--- src/rtl/riscv_multi_cycle_controller.sv ---
// Multi-cycle RV32I control unit: sequences each instruction through an FSM,
// handshakes with a shared variable-latency memory port and tracks retirement/faults.
module riscv_multi_cycle_controller #(
    parameter int CNT_W       = 32,
    parameter int STALL_LIMIT = 0,
    parameter int STALL_W     = 8
) (
    input  logic             clk,
    input  logic             reset,
    input  logic [6:0]       opcode,
    input  logic [2:0]       f3,
    input  logic [6:0]       f7,
    input  logic             zero,
    input  logic             mem_ready,
    output logic             mem_req,
    output logic             mem_write,
    output logic             adr_src,
    output logic             ir_write,
    output logic             pc_update,
    output logic             reg_write,
    output logic [1:0]       alu_src_a,
    output logic [1:0]       alu_src_b,
    output logic [2:0]       alu_function,
    output logic [2:0]       imm_src,
    output logic [1:0]       result_src,
    output logic [1:0]       fault,
    output logic [CNT_W-1:0] instret
);

    typedef enum logic [3:0] {
        FETCH, DECODE, MEM_ADR, MEM_READ, MEM_WB, MEM_WRITE,
        EXEC_R, EXEC_I, ALU_WB, BRANCH, JAL, LUI, FAULT
    } state_t;

    localparam logic [6:0] OP_LOAD   = 7'b0000011;
    localparam logic [6:0] OP_STORE  = 7'b0100011;
    localparam logic [6:0] OP_R      = 7'b0110011;
    localparam logic [6:0] OP_I      = 7'b0010011;
    localparam logic [6:0] OP_BRANCH = 7'b1100011;
    localparam logic [6:0] OP_JAL    = 7'b1101111;
    localparam logic [6:0] OP_LUI    = 7'b0110111;

    localparam logic [6:0] F7_BASE = 7'b0000000;
    localparam logic [6:0] F7_ALT  = 7'b0100000;

    localparam logic [2:0] ALU_ADD = 3'b000;
    localparam logic [2:0] ALU_SUB = 3'b001;
    localparam logic [2:0] ALU_AND = 3'b010;
    localparam logic [2:0] ALU_OR  = 3'b011;
    localparam logic [2:0] ALU_SLT = 3'b100;
    localparam logic [2:0] ALU_XOR = 3'b101;

    localparam logic [1:0] FAULT_NONE    = 2'b00;
    localparam logic [1:0] FAULT_ILLEGAL = 2'b01;
    localparam logic [1:0] FAULT_TIMEOUT = 2'b10;

    localparam bit               TIMEOUT_EN = (STALL_LIMIT > 0);
    localparam logic [STALL_W-1:0] STALL_LAST =
        STALL_W'((STALL_LIMIT > 0) ? STALL_LIMIT - 1 : 0);

    state_t             state, next_state;
    logic [1:0]         fault_q, next_fault;
    logic [CNT_W-1:0]   instret_q;
    logic [STALL_W-1:0] stall_cnt;

    logic       mem_req_d, mem_write_d, adr_src_d, ir_write_d, pc_update_d, reg_write_d;
    logic [1:0] alu_src_a_d, alu_src_b_d, result_src_d;
    logic [2:0] alu_function_d, imm_src_d;
    logic [2:0] alu_op;
    logic       alu_ok;
    logic       stall_hit;

    // The shared ALU decode; f7 only qualifies the operation for register-register ops.
    always_comb begin
        alu_op = ALU_ADD;
        alu_ok = 1'b1;
        case (f3)
            3'b000: begin
                alu_op = (state == EXEC_R && f7 == F7_ALT) ? ALU_SUB : ALU_ADD;
                alu_ok = (state != EXEC_R) || (f7 == F7_BASE) || (f7 == F7_ALT);
            end
            3'b010: begin alu_op = ALU_SLT; alu_ok = (state != EXEC_R) || (f7 == F7_BASE); end
            3'b100: begin alu_op = ALU_XOR; alu_ok = (state != EXEC_R) || (f7 == F7_BASE); end
            3'b110: begin alu_op = ALU_OR;  alu_ok = (state != EXEC_R) || (f7 == F7_BASE); end
            3'b111: begin alu_op = ALU_AND; alu_ok = (state != EXEC_R) || (f7 == F7_BASE); end
            default: alu_ok = 1'b0;
        endcase
    end

    assign stall_hit = TIMEOUT_EN && (stall_cnt == STALL_LAST);

    always_comb begin
        mem_req_d      = 1'b0;
        mem_write_d    = 1'b0;
        adr_src_d      = 1'b0;
        ir_write_d     = 1'b0;
        pc_update_d    = 1'b0;
        reg_write_d    = 1'b0;
        alu_src_a_d    = 2'b00;
        alu_src_b_d    = 2'b00;
        alu_function_d = ALU_ADD;
        imm_src_d      = 3'b000;
        result_src_d   = 2'b00;
        next_state     = state;
        next_fault     = fault_q;
        case (state)
            FETCH: begin
                mem_req_d    = 1'b1;
                alu_src_b_d  = 2'b10;
                result_src_d = 2'b10;
                if (!mem_ready && stall_hit) begin
                    next_state = FAULT;
                    next_fault = FAULT_TIMEOUT;
                end else if (mem_ready) begin
                    ir_write_d  = 1'b1;
                    pc_update_d = 1'b1;
                    next_state  = DECODE;
                end
            end
            DECODE: begin
                alu_src_a_d = 2'b01;
                alu_src_b_d = 2'b01;
                imm_src_d   = 3'b010;
                case (opcode)
                    OP_LOAD, OP_STORE: next_state = MEM_ADR;
                    OP_R:              next_state = EXEC_R;
                    OP_I:              next_state = EXEC_I;
                    OP_BRANCH:         next_state = BRANCH;
                    OP_JAL:            next_state = JAL;
                    OP_LUI:            next_state = LUI;
                    default: begin
                        next_state = FAULT;
                        next_fault = FAULT_ILLEGAL;
                    end
                endcase
            end
            MEM_ADR: begin
                alu_src_a_d = 2'b10;
                alu_src_b_d = 2'b01;
                imm_src_d   = (opcode == OP_LOAD) ? 3'b000 : 3'b001;
                next_state  = (opcode == OP_LOAD) ? MEM_READ : MEM_WRITE;
            end
            MEM_READ, MEM_WRITE: begin
                mem_req_d   = 1'b1;
                mem_write_d = (state == MEM_WRITE);
                adr_src_d   = 1'b1;
                if (!mem_ready && stall_hit) begin
                    next_state = FAULT;
                    next_fault = FAULT_TIMEOUT;
                end else if (mem_ready) begin
                    next_state = (state == MEM_READ) ? MEM_WB : FETCH;
                end
            end
            MEM_WB: begin
                result_src_d = 2'b01;
                reg_write_d  = 1'b1;
                next_state   = FETCH;
            end
            EXEC_R, EXEC_I: begin
                alu_src_a_d    = 2'b10;
                alu_src_b_d    = (state == EXEC_I) ? 2'b01 : 2'b00;
                alu_function_d = alu_op;
                if (alu_ok) begin
                    next_state = ALU_WB;
                end else begin
                    next_state = FAULT;
                    next_fault = FAULT_ILLEGAL;
                end
            end
            ALU_WB: begin
                reg_write_d = 1'b1;
                next_state  = FETCH;
            end
            BRANCH: begin
                alu_src_a_d    = 2'b10;
                alu_function_d = ALU_SUB;
                case (f3)
                    3'b000: begin pc_update_d = zero;  next_state = FETCH; end
                    3'b001: begin pc_update_d = !zero; next_state = FETCH; end
                    default: begin
                        next_state = FAULT;
                        next_fault = FAULT_ILLEGAL;
                    end
                endcase
            end
            JAL: begin
                alu_src_a_d = 2'b01;
                alu_src_b_d = 2'b10;
                pc_update_d = 1'b1;
                next_state  = ALU_WB;
            end
            LUI: begin
                alu_src_a_d = 2'b11;
                alu_src_b_d = 2'b01;
                imm_src_d   = 3'b100;
                next_state  = ALU_WB;
            end
            default: next_state = FAULT;
        endcase
    end

    // Retirement is any return to FETCH from a different state.
    always_ff @(posedge clk) begin
        if (reset) begin
            state     <= FETCH;
            fault_q   <= FAULT_NONE;
            instret_q <= '0;
            stall_cnt <= '0;
        end else begin
            state   <= next_state;
            fault_q <= next_fault;
            if (next_state == FETCH && state != FETCH)
                instret_q <= instret_q + CNT_W'(1);
            stall_cnt <= (mem_req_d && !mem_ready) ? stall_cnt + STALL_W'(1) : '0;
        end
    end

    assign mem_req      = mem_req_d   & ~reset;
    assign mem_write    = mem_write_d & ~reset;
    assign adr_src      = adr_src_d   & ~reset;
    assign ir_write     = ir_write_d  & ~reset;
    assign pc_update    = pc_update_d & ~reset;
    assign reg_write    = reg_write_d & ~reset;
    assign alu_src_a    = reset ? 2'b00 : alu_src_a_d;
    assign alu_src_b    = reset ? 2'b00 : alu_src_b_d;
    assign alu_function = reset ? 3'b000 : alu_function_d;
    assign imm_src      = reset ? 3'b000 : imm_src_d;
    assign result_src   = reset ? 2'b00 : result_src_d;
    assign fault        = reset ? FAULT_NONE : fault_q;
    assign instret      = reset ? '0 : instret_q;

endmodule

--- config.mk ---
export PLATFORM = sky130hd
export DESIGN_NAME = riscv_multi_cycle_controller
export DESIGN_NICKNAME = d
export VERILOG_FILES = /design/src/rtl/riscv_multi_cycle_controller.sv
export SDC_FILE = /design/constraint.sdc
export NUM_CORES = 1
export LEC_CHECK = 0
export ABC_AREA = 1
export CORE_MARGIN = 3
export CORE_UTILIZATION = 30
export DETAILED_ROUTE_END_ITERATION = 12
export GPL_TIMING_DRIVEN = 0
export PLACE_DENSITY = 0.64
export SLEW_MARGIN = 20
export SYNTH_ARGS = -nofsm -noshare
export SYNTH_HDL_FRONTEND = slang
export SYNTH_SLANG_ARGS = --single-unit
--- constraint.sdc ---
create_clock -name clk -period 1.95 [get_ports clk]
set_input_delay 0.39 -clock clk [delete_from_list [all_inputs] [get_ports clk]]
set_output_delay 0.39 -clock clk [all_outputs]
set_load 0.01 [all_outputs]
== Word-level counts from Yosys, hierarchy flattened ==
Cells that the tools add are included.

* Bits of input ports: 21
* Word-level logic and storage cells: 101
* Register bits: 38
* Output and inout bits: 52

* Equality and inequality tests: 28
* Bitwise operators: 7
* Add/sub/neg operators: 1
* Muxes and demuxes: 37
* Reduce and logical (&&, ||, !) cells: 25

{| class="wikitable"
|+ Operators with widths
! cell !! number
|-
| 32-bit by 1-bit adder with 32-bit output (second input constant) || 1
|-
| 32-bit two-way mux || 1
|-
| 4-bit one-hot mux with 8 select lines || 1
|-
| 7-bit by 6-bit == test with 1-bit output (second input constant) || 4
|-
| 4-bit one-hot mux with 6 select lines || 1
|-
| 2-bit one-hot mux with 3 select lines || 3
|-
| 4-bit by 3-bit == test with 1-bit output (second input constant) || 4
|-
| 4-bit == test (second input constant) || 4
|-
| 2-bit OR reduction || 8
|-
| 3-bit two-way mux || 5
|-
| 3-bit one-hot mux with 5 select lines || 1
|-
| 7-bit == test (second input constant) || 2
|-
| 2-bit two-way mux || 7
|-
| 4-bit two-way mux || 3
|-
| 3-bit == test (second input constant) || 3
|-
| 1-bit two-way mux || 9
|-
| 3-bit one-hot mux with 3 select lines || 1
|-
| 4-bit by 2-bit == test with 1-bit output (second input constant) || 2
|-
| 4-bit zero test || 2
|-
| 4-bit OR reduction || 2
|-
| 7-bit by 2-bit == test with 1-bit output (second input constant) || 1
|-
| 7-bit by 5-bit == test with 1-bit output (second input constant) || 1
|-
| 7-bit zero test || 1
|-
| 7-bit OR reduction || 1
|-
| other kinds (19) || 30
|}

== Depth between registers and ports, before layout ==
* Depth after elaboration: 8
* Depth in mapped cells: 14
* Mapped depth without buffers: 14

== Least setup slack after synthesis ==
OpenSTA, ideal clock, no wires.

* Kind: in2reg
* From: input opcode[1]
* To: register instret_q[13]
* Buffers on the path: 1
* Setup time: 0.132 ns
* Data required time: 1.818 ns
* Slack: 0.309 ns
* Cell stages on the path: 10
* Arrival time: 1.509 ns
* Cells stage by stage: nand2_1 -> nor2_2 -> nand2_1 -> nand2_2 -> nand3_2 -> a21oi_4 -> nand3_2 -> buf_2 -> o21bai_1 -> a21oi_1

* Word-level cells in the longest chain between the ends: 6
* Elaborated cells on any way between the ends: 13
* Classes of those cells: eq/ne (7); mux (3); reduce/logical (3)

{| class="wikitable"
|+ Ends and longest elaborated chain
! element !! RTL line !! RTL
|-
| start, declared || 10 || <nowiki>input logic [6:0] opcode,</nowiki>
|-
| 7-bit by 2-bit == test with 1-bit output or 7-bit by 6-bit == test with 1-bit output (tied branches) || 124, 141 ||
|-
| 2-bit OR reduction || - ||
|-
| 4-bit one-hot mux with 6 select lines || 124 || <nowiki>case (opcode)</nowiki>
|-
| 4-bit one-hot mux with 8 select lines * || 106 || <nowiki>case (state)</nowiki>
|-
| 4-bit zero test * || 212 || <nowiki>if (next_state == FETCH && state != FETCH)</nowiki>
|-
| 1-bit logical AND * || 212 ||
|-
| end signal, assigned || 213 || <nowiki>instret_q <= instret_q + CNT_W'(1);</nowiki>
|-
| end, declared || 63 || <nowiki>logic [CNT_W-1:0] instret_q;</nowiki>
|}

Every way passes the cells marked *; elsewhere a longest branch is shown, timed or not.
A chain may end at the register's enable or synchronous reset.

== Worst setup path after layout ==
* From: register state[2]
* To: output alu_function[0]

* Word-level cells in the longest chain between the ends: 6
* Elaborated cells on any way between the ends: 9
* Classes of those cells: eq/ne (3); mux (4); reduce/logical (2)

{| class="wikitable"
|+ Ends and longest elaborated chain
! element !! RTL line !! RTL
|-
| start, declared || 61 || <nowiki>state_t state, next_state;</nowiki>
|-
| start signal, assigned || 210 || <nowiki>state <= next_state;</nowiki>
|-
| 4-bit by 3-bit == test with 1-bit output || 79, 106 ||
|-
| 1-bit logical AND || 79 || <nowiki>alu_op = (state == EXEC_R && f7 == F7_ALT) ? ALU_SUB : ALU_ADD;</nowiki>
|-
| 1-bit two-way mux || 79 ||
|-
| 3-bit one-hot mux with 5 select lines || 77 || <nowiki>case (f3)</nowiki>
|-
| 3-bit one-hot mux with 2 select lines * || 106 ||
|-
| 3-bit two-way mux * || 226 || <nowiki>assign alu_function = reset ? 3'b000 : alu_function_d;</nowiki>
|-
| end, declared || 23 || <nowiki>output logic [2:0] alu_function,</nowiki>
|}

Marked as above.

==> results.cfg <==
[clock_network]
path_clk_slew_ns = 0.08
htreeDepth = 2
insertion_delay_ns = 0.30
holdBufCountCts = 0
tritoncts = built
clkSinkCount = 37
cts_buffers = 5
clockRootBuffer = clkbuf_8
clock_path_buffers = 2

[place]
post_dp_cell_area_um2 = 4130
place.gp.congestion = 0.935
dpl.hpwl_um = 8010
io_buffers = 70

[drt]
dr.pass1.iters = 5
wl_met1_um = 4820
drtIter0Drc = 197
met3_wirelength_um = 589
maxUsedRoutingLayer = met4
drt_wl_total_um = 11000
met2_length_um = 5340
vias = 3737
drcViolationCount = 0
wl_per_cell_um = 14.6
viasPerCell = 4.96
drtAntennaViolNets = 0

[logic_synthesis]
synth.avg_cell_area_um2 = 6.24
yosysTopAreaCellShare_pct = 22.7
yosysSeqAreaShare_pct = 22.7
synth_area_um2 = 3260
synth.area.top_cells = dfxtp_1 23%, nand2_1 10%, nor2_1 9.9%, xor2_1 8.3%, nand3_1 7.5%
synth_top_area_cell = dfxtp_1
yosysWarnings = 0
synth_cells = 523
synth.net_count = 545
synth_seq_cells = 37
synth_cell_types = 33

[sta]
fin_skew_ns = 0.00812
whs_ns = 0.521
hold_violations = 0
fmax_ghz = 0.522
slew_headroom_pct = 54.3
drv_slew = 0
period_share_pct = 98.3
final.setup.tns_ns = 0
setup_viol = 0
grt_setup_unrepaired = yes
layout_min_cycle_time_ns = 1.92
tightest_slew_ns = 0.685

[die]
dieArea_um2 = 12200
start_util_pct = 31.2
die_x_um = 110
ios = 73
die_h_um = 110
fp-row-count = 37
core-area_um2 = 10500

[final_layout]
diodes = 0
multi_input_area_um2 = 2410
final_layout_size_suffix_gt1_share_pct = 25.6
fillCellCount = 1113
final_cell_mix = 84 x nor2_1, 76 x nand2_1, 54 x inv_1, 35 x nand3_1, 31 x xor2_1
final_common_cell = nor2_1
fin_area_um2 = 4660
nets = 639
final-seq-area_um2 = 762
area_growth_pct = 42.7

[pwr]
seqPwrFrac_pct = 40.6
p_per_area_nw_per_um2 = 417
clockPowerShare_pct = 28.5
power_frac_comb_pct = 30.9
sw_frac_of_total_pct = 35.7
p_leak_nw = 1.92
power.internal_mw = 1.25
max-vdd-ir-drop_mv = 0.282
switchingPower_mw = 0.692

[critical_path]
crit_slowest_cell = dfxtp_4
crit_chain = inv_2 > nor2_4 > nand2_2 > nor2_1 > nand3_1 > a211oi_1 > buf_2
endpoint_kind = output port
cp_data_arrival_time_ns = 1.53
worstSetupStartpointType = flop
critPathKind = flop to output port
cp_max_fo = 4
cp.required_ns = 1.56
max_stage_delay_ns = 0.39

[flow_run]
cap_violations = 0

[global_routing]
grt_max_degree = 13
overflow = 0
grt_pass1_vias = 3520
antenna_found_initial = 0
grt_usage_pct = 17.9
grt_pass1_wl_um = 17400

[min_path]
min_path_type = input port to flop

[run_status]
status = complete, no violations
==> cells in the mapped netlist <==
cell type,count
nand2_1,88
nor2_1,86
inv_1,63
nand3_1,49
a21oi_1,39
dfxtp_1,37
xor2_1,31
o21bai_1,30
nor3_1,23
clkbuf_1,8
nor2_2,8
nand4_1,7
buf_2,6
buf_6,6
nand2_2,6
nand2_4,5
nand3_2,4
nor2_4,4
a31oi_1,3
inv_2,3
o21ai_0,3
a21oi_2,2
nor2_8,2
a211oi_1,1
a21oi_4,1
a31o_2,1
buf_1,1
buf_4,1
clkinv_2,1
conb_1,1
ha_1,1
o22ai_1,1
or2_2,1
==> critical path: cells and delay by family (launching register included) <==
family,cells,cell delay (ns)
and+or+nand+nor,4,0.38
AOI/OAI and AO/OA,1,0.21
DFF,1,0.39
buffers and inverters,2,0.24
==> worst paths after layout <==
kind / start / end / slack (ns) / depth (start not counted)
hold reg to reg: instret_q[0]$_SDFFE_PP0P_ / instret_q[0]$_SDFFE_PP0P_ / 0.55 / 2
setup / recovery: state[2]$_SDFF_PP0_ / alu_function[0] / 0.03 / 7
setup reg to reg: state[2]$_SDFF_PP0_ / instret_q[3]$_SDFFE_PP0P_ / 0.07 / 13
hold / removal: reset / instret_q[13]$_SDFFE_PP0P_ / 0.52 / 2
==> routing by layer <==
metal | vias up | track usage [%]
met5 | - | 0
met4 | 0 | 6.42
met3 | 20 | 2.80
met2 | 101 | 29.6
met1 | 1753 | 23.6
li1 | 1863 | -
==> kinds of logic after synthesis <==
logic type      synth area share (%)
simple gates                    40.8
buf+inv                         12.0
compound gates                  15.6
flops                           22.7
xor+xnor                        8.32
fa+ha+maj                      0.383
other cells                    0.115
==> power groups by stage <==
stage          registers [mW]  clock network, mW  logic (mW)
2_1_floorplan           0.797                  0       0.307
3_3_place_gp            0.801                  0       0.472
3_5_place_dp            0.801                  0       0.478
4_1_cts                 0.785              0.571       0.522
5_1_grt                 0.790              0.604       0.646
6_report                0.788              0.553       0.599
==> what timing repair did <==
action / CTS / global route
endpoints found under the setup margin: 82 / 69
pin swaps: 39 / 28
buffers inserted: 4 / 7
gates cloned: 4 / 2
gates resized for setup: 109 / 88
==> layout make-up <==
type | instances | area share (%)
multi-input cells | 397 | 51.9
repair buffers | 87 | 17.1
flip-flops and latches | 37 | 16.4
inverters | 67 | 5.43
plain buffers | 22 | 3.76
well taps | 136 | 3.65
clock buffers | 5 | 1.48
clock inverters | 3 | 0.376
==> sequential cells by signal, indices dropped and copies added, names as in the netlist <==
name,cells
state,4
fault_q,1
instret_q,32
==> per-stage QoR <==
| stage | std cells | util [%] | worst slack, ns | power, mW |
|---|---|---|---|---|
| final | 754 | 44.5 | 0.0337 | 1.94 |
| after global routing | 754 | 44.5 | -0.0720 | 2.04 |
| after CTS | 745 | 41.9 | -0.104 | 1.88 |
| after detailed placement | 729 | 39.5 | -0.475 | 1.28 |
| after global placement | 729 | 39.5 | -0.440 | 1.27 |
| after floorplan | 523 | - | 0.309 | 1.10 |
(Power assumes the default switching activity.)
